==> src/rtl/lza_normalizer.sv <==
// Post-LZA normalizer: shifts the adder sum by the anticipated count, fixes a one-short estimate
// and adjusts the exponent. Optional LZA_NORM_ERRCNT_EN adds the err_count correction counter.
module lza_normalizer #(
  parameter int CSIG_WIDTH = 23,
  parameter int EXP_WIDTH  = 8
) (
  input  logic                  clk,
  input  logic                  rst_n,
  input  logic                  in_valid,
  output logic                  in_ready,
  input  logic [CSIG_WIDTH:0]   in_sum,
  input  logic [5:0]            in_ld_count,
  input  logic [EXP_WIDTH-1:0]  in_exp,
  input  logic                  in_sign,
  output logic                  out_valid,
  input  logic                  out_ready,
  output logic [CSIG_WIDTH:0]   out_sig,
  output logic [EXP_WIDTH-1:0]  out_exp,
  output logic                  out_sign,
  output logic                  out_zero,
  output logic                  out_underflow,
  output logic                  out_corr
`ifdef LZA_NORM_ERRCNT_EN
  ,
  output logic [15:0]           err_count
`endif
);

  localparam int          LP_MAX_INT = (CSIG_WIDTH > 63) ? 63 : CSIG_WIDTH;
  localparam logic [5:0]  LP_MAX_SH  = 6'(LP_MAX_INT);

  logic                  w_s1_adv;
  logic                  w_s2_adv;
  logic [5:0]            w_s1_sh;
  logic [CSIG_WIDTH:0]   w_s1_shifted;
  logic                  w_s1_zero;

  logic                  r_s1_valid;
  logic [CSIG_WIDTH:0]   r_s1_sig;
  logic [5:0]            r_s1_sh;
  logic [EXP_WIDTH-1:0]  r_s1_exp;
  logic                  r_s1_sign;
  logic                  r_s1_zero;

  logic                  w_corr;
  logic [CSIG_WIDTH:0]   w_s2_sig;
  logic [EXP_WIDTH:0]    w_total;
  logic [EXP_WIDTH:0]    w_exp_ext;
  logic [EXP_WIDTH:0]    w_exp_diff;
  logic [EXP_WIDTH-1:0]  w_s2_exp;
  logic                  w_s2_uf;

  logic                  r_s2_valid;
  logic [CSIG_WIDTH:0]   r_out_sig;
  logic [EXP_WIDTH-1:0]  r_out_exp;
  logic                  r_out_sign;
  logic                  r_out_zero;
  logic                  r_out_uf;
  logic                  r_out_corr;

  // A stage may load when it is empty or when its content moves on in the same cycle.
  assign w_s2_adv = ~r_s2_valid | out_ready;
  assign w_s1_adv = ~r_s1_valid | w_s2_adv;
  assign in_ready = w_s1_adv;

  always_comb begin
    w_s1_sh = in_ld_count;
    if (in_ld_count > LP_MAX_SH) begin
      w_s1_sh = LP_MAX_SH;
    end
  end

  assign w_s1_shifted = in_sum << w_s1_sh;
  assign w_s1_zero    = (in_sum == '0);

  always_ff @(posedge clk or negedge rst_n) begin
    if (!rst_n) begin
      r_s1_valid <= 1'b0;
      r_s1_sig   <= '0;
      r_s1_sh    <= '0;
      r_s1_exp   <= '0;
      r_s1_sign  <= 1'b0;
      r_s1_zero  <= 1'b0;
    end else if (w_s1_adv) begin
      r_s1_valid <= in_valid;
      if (in_valid) begin
        r_s1_sig  <= w_s1_shifted;
        r_s1_sh   <= w_s1_sh;
        r_s1_exp  <= in_exp;
        r_s1_sign <= in_sign;
        r_s1_zero <= w_s1_zero;
      end
    end
  end

  // The anticipator may be one short: a clear MSB on a nonzero sum needs one more shift.
  assign w_corr     = ~r_s1_zero & ~r_s1_sig[CSIG_WIDTH];
  assign w_s2_sig   = w_corr ? (r_s1_sig << 1) : r_s1_sig;
  assign w_total    = (EXP_WIDTH+1)'(r_s1_sh) + (EXP_WIDTH+1)'(w_corr);
  assign w_exp_ext  = {1'b0, r_s1_exp};
  assign w_exp_diff = w_exp_ext - w_total;

  always_comb begin
    w_s2_uf  = 1'b0;
    w_s2_exp = '0;
    if (!r_s1_zero) begin
      if (w_exp_ext <= w_total) begin
        w_s2_uf = 1'b1;
      end else begin
        w_s2_exp = w_exp_diff[EXP_WIDTH-1:0];
      end
    end
  end

  always_ff @(posedge clk or negedge rst_n) begin
    if (!rst_n) begin
      r_s2_valid <= 1'b0;
      r_out_sig  <= '0;
      r_out_exp  <= '0;
      r_out_sign <= 1'b0;
      r_out_zero <= 1'b0;
      r_out_uf   <= 1'b0;
      r_out_corr <= 1'b0;
    end else if (w_s2_adv) begin
      r_s2_valid <= r_s1_valid;
      if (r_s1_valid) begin
        r_out_sig  <= w_s2_sig;
        r_out_exp  <= w_s2_exp;
        r_out_sign <= r_s1_sign;
        r_out_zero <= r_s1_zero;
        r_out_uf   <= w_s2_uf;
        r_out_corr <= w_corr;
      end
    end
  end

  assign out_valid     = r_s2_valid;
  assign out_sig       = r_out_sig;
  assign out_exp       = r_out_exp;
  assign out_sign      = r_out_sign;
  assign out_zero      = r_out_zero;
  assign out_underflow = r_out_uf;
  assign out_corr      = r_out_corr;

`ifdef LZA_NORM_ERRCNT_EN
  logic [15:0] r_err_count;

  // Counts delivered beats that needed the correction shift; sticks at all-ones.
  always_ff @(posedge clk or negedge rst_n) begin
    if (!rst_n) begin
      r_err_count <= '0;
    end else if (r_s2_valid & out_ready & r_out_corr & (r_err_count != 16'hFFFF)) begin
      r_err_count <= r_err_count + 16'd1;
    end
  end

  assign err_count = r_err_count;
`endif

endmodule

==> config.mk <==
export PLATFORM = sky130hd
export DESIGN_NAME = lza_normalizer
export DESIGN_NICKNAME = d
export VERILOG_FILES = /design/src/rtl/lza_normalizer.sv
export SDC_FILE = /design/constraint.sdc
export NUM_CORES = 1
export LEC_CHECK = 0
export CAP_MARGIN = 20
export CORE_AREA = 2 2 91 93
export CTS_BUF_LIST = sky130_fd_sc_hd__clkbuf_8
export CTS_CLUSTER_SIZE = 20
export DETAILED_ROUTE_END_ITERATION = 7
export DIE_AREA = 0 0 93 95
export PLACE_DENSITY = 0.83
export SLEW_MARGIN = 25
export SYNTH_ARGS = -nofsm -noshare
export SYNTH_HDL_FRONTEND = slang
export SYNTH_SLANG_ARGS = --single-unit
==> constraint.sdc <==
create_clock -name clk -period 5.6 [get_ports clk]
set_clock_uncertainty 0.05 [all_clocks]
set_input_delay 1.12 -clock clk [delete_from_list [all_inputs] [get_ports clk]]
set_output_delay 1.12 -clock clk [all_outputs]
set_load 0.02 [all_outputs]
==> qor.txt <==
Final WS setup: 1540 ps
Initial Utilization: 0.571
final hold violation count: 0
Pins Over Slew Limit: 0
Crit Path Class: input pin to flip-flop
post-cts sizing count: 0
die height: 95 um
vias in the first global route: 3601
worst slack, placed: 1240 ps
IO buf count: 80
Power, Total: 0.00171 W
Routed WL: 10.7 mm
RSZ-0062 raised after global routing: no
Routed WL per cell: 16.7 um
Leak: 2.48 nW
switching power total: 0.000541 W
clk sinks: 78
core region area: 7930 um2
sequential share of the synthesized area: 0.431
root buf cell: clkbuf_8
PwrDens: 308 nW/um2
initial antenna violation count: 0
Die X: 93 um
Worst Path Required: 5770 ps
postcts setup bufs: 0
Area growth, synth to finish: 22.5%
# IOs: 81
f_max: 0.246 GHz
Synth Instances: 468
worst slew pin tran: 1010 ps
status: complete, no violations
CP max FO: 15
share of cells above drive strength 1: 0.0581
crit path launch type: input pin
Iter 0 DRT Violations: 240
power share of the clock group: 0.262
routed vias/inst: 5.91
remaining antenna violation count: 0
row cnt: 33
Clock Path Buffers: 2
syn avg cell area: 9.68 um2
Netlist Area Pre-Place: 4530 um2
synthesis-stage register bit count: 78
Initial DRT Pass Iterations: 5
H-tree Lvls: 3
asr flop ratio synth: 1.00
Ys Warns: 0
n_diodes: 0
Reg clk slew, reported paths: 70 ps
FILL cells: 615
Setup TNS Final: 0 ps
die area: 8840 um2
CTS tree: yes
Layout Nets: 584
ys flop type: dfrtp_1
number of max-cap violations: 0
placed inst area: 5330 um2
final instance area: 5550 um2
DRC: 0
Placer Congestion: 0.897
Comb pwr share: 0.329
crit path capture type: flip-flop
global route overflow: 0
clock buffer count from CTS: 9
crit path DAT: 4240 ps
fin crit share: 0.726
Rel. slew slack: 0.328
Syn Nets: 521
worst skew pair latency: 340 ps
number of synthesized flops with an enable pin: 0
internal power: 0.00117 W
via count: 3775
hold-fix buffers at CTS: 0
Reg power frac: 0.409
first-pass GRT wire length: 17.3 mm
largest net degree at the start of global routing: 79
post-layout minimum cycle time: 4060 ps
fin util: 0.700
Total GRT Usage: 0.247
Distinct cells, synth: 54
dpl hpwl: 7.84 mm
Peak supply drop: 0.119 mV
min-delay worst type: flip-flop to flip-flop
Setup-failing EPs final: 0
Switching Share: 0.317
==> cell usage after synthesis (3+ instances only) <==
cell type,number,share of area
and3_1,4,0.0055
mux2_2,4,0.0099
a211o_1,4,0.0077
a21oi_1,7,0.0077
buf_2,7,0.0077
xnor2_1,5,0.0097
buf_6,4,0.0099
inv_1,7,0.0058
ha_1,9,0.025
nor3_1,7,0.0077
dfrtp_1,78,0.43
a22o_1,11,0.021
a32o_1,5,0.011
nor2_1,22,0.018
and2_1,4,0.0055
nor2b_1,3,0.0041
xor2_1,5,0.0097
buf_1,4,0.0033
a22oi_1,7,0.012
o221ai_1,5,0.0097
o21ai_0,46,0.051
clkbuf_1,16,0.013
nand2b_1,4,0.0055
nor4_1,7,0.0097
nand3_1,15,0.017
nand2_1,78,0.065
mux2i_1,65,0.14
==> path summary, 6_finish.rpt <==
| check | start | end | slack, ps | depth (start not counted) |
|---|---|---|---|---|
| worst max-delay path | in_ld_count[3] | r_s1_sig[21] | 1540 | 7 |
| worst min-delay path | out_sig[15] | out_sig[15] | 430 | 2 |
| worst max register to register | r_s1_zero | out_exp[1] | 2400 | 11 |
| worst min register to register | out_sig[15] | out_sig[15] | 430 | 2 |
| max in group asynchronous | rst_n | out_exp[2] | 4270 | 1 |
| min in group asynchronous | rst_n | r_s1_sig[9] | 740 | 1 |
==> through the flow <==
step	instances	hold WS [ps]
after CTS	639	437
after floorplan	468	392
after detailed placement	625	419
final	639	428
after global routing	639	470
after global placement	625	406
==> cells in the final DEF, fill, tap and decap left out, types with 7 or more instances in the layout <==
master / n
mux2i_1: 65
nor2_1: 21
nand2_1: 78
a22o_1: 11
a21oi_1: 7
inv_1: 7
clkbuf_8: 10
dfrtp_1: 78
ha_1: 9
nand3_1: 15
clkdlybuf4s50_1: 79
nor3_1: 7
a22oi_1: 7
o21ai_0: 46
nor4_1: 7
==> power by group through the flow <==
stage	Sequential [W]	Combinational (W)	Clock (W)
6_report	0.000698	0.000563	0.000447
5_1_grt	0.000709	0.000613	0.000476
3_3_place_gp	0.000707	0.000548	0
3_5_place_dp	0.000710	0.000559	0
4_1_cts	0.000699	0.000562	0.000454
2_1_floorplan	0.000763	0.000285	0
==> final cells by class <==
| cell class | instances | area, um2 | share of cell area |
|---|---|---|---|
| multi-input cells | 350 | 2390 | 0.431 |
| flip-flops and latches | 78 | 1950 | 0.352 |
| repair buffers | 85 | 840 | 0.151 |
| clock buffers | 10 | 138 | 0.0248 |
| well taps | 105 | 131 | 0.0237 |
| clock inverters | 4 | 72.6 | 0.0131 |
| inverters | 7 | 26.3 | 0.00474 |
==> registers in the layout, summed over array words and instances (netlist names) <==
| register | count |
|---|---|
| r_s1_zero | 1 |
| r_s1_sign | 1 |
| out_valid | 1 |
| r_s1_exp | 8 |
| r_s1_valid | 1 |
| r_s1_sig | 24 |
| out_sign | 1 |
| r_s1_sh | 6 |
| out_underflow | 1 |
| out_sig | 24 |
| out_zero | 1 |
| out_exp | 8 |
| out_corr | 1 |
==> worst max-delay path, cell delays in order <==
cell and delay [ps]:
clkdlybuf4s50_1 730, a211oi_4 850, mux4_1 670, and2_0 180
a311oi_1 280, a2111oi_1 110, a211o_1 300
==> kinds of logic (layout without fill, tap and decap cells) <==
kind of cell | count (synthesis) | after routing | share of synthesized area
muxes | 70 | 70 | 0.159
and+or+nand+nor | 153 | 153 | 0.152
buffers and inverters | 40 | 106 | 0.0434
AOI/OAI and AO/OA | 107 | 107 | 0.166
xor gates and xnor gates | 10 | 10 | 0.0193
adders and majority gates | 10 | 10 | 0.0293
DFF | 78 | 78 | 0.431
==> metal layers <==
metal,part of all wire,vias to the layer above,GRT usage
li1,-,1818,-
met1,0.47,1821,0.346
met2,0.47,123,0.407
met3,0.051,13,0.0335
met4,0.015,0,0.0711
met5,0,-,0
(Power assumes the default switching activity.)
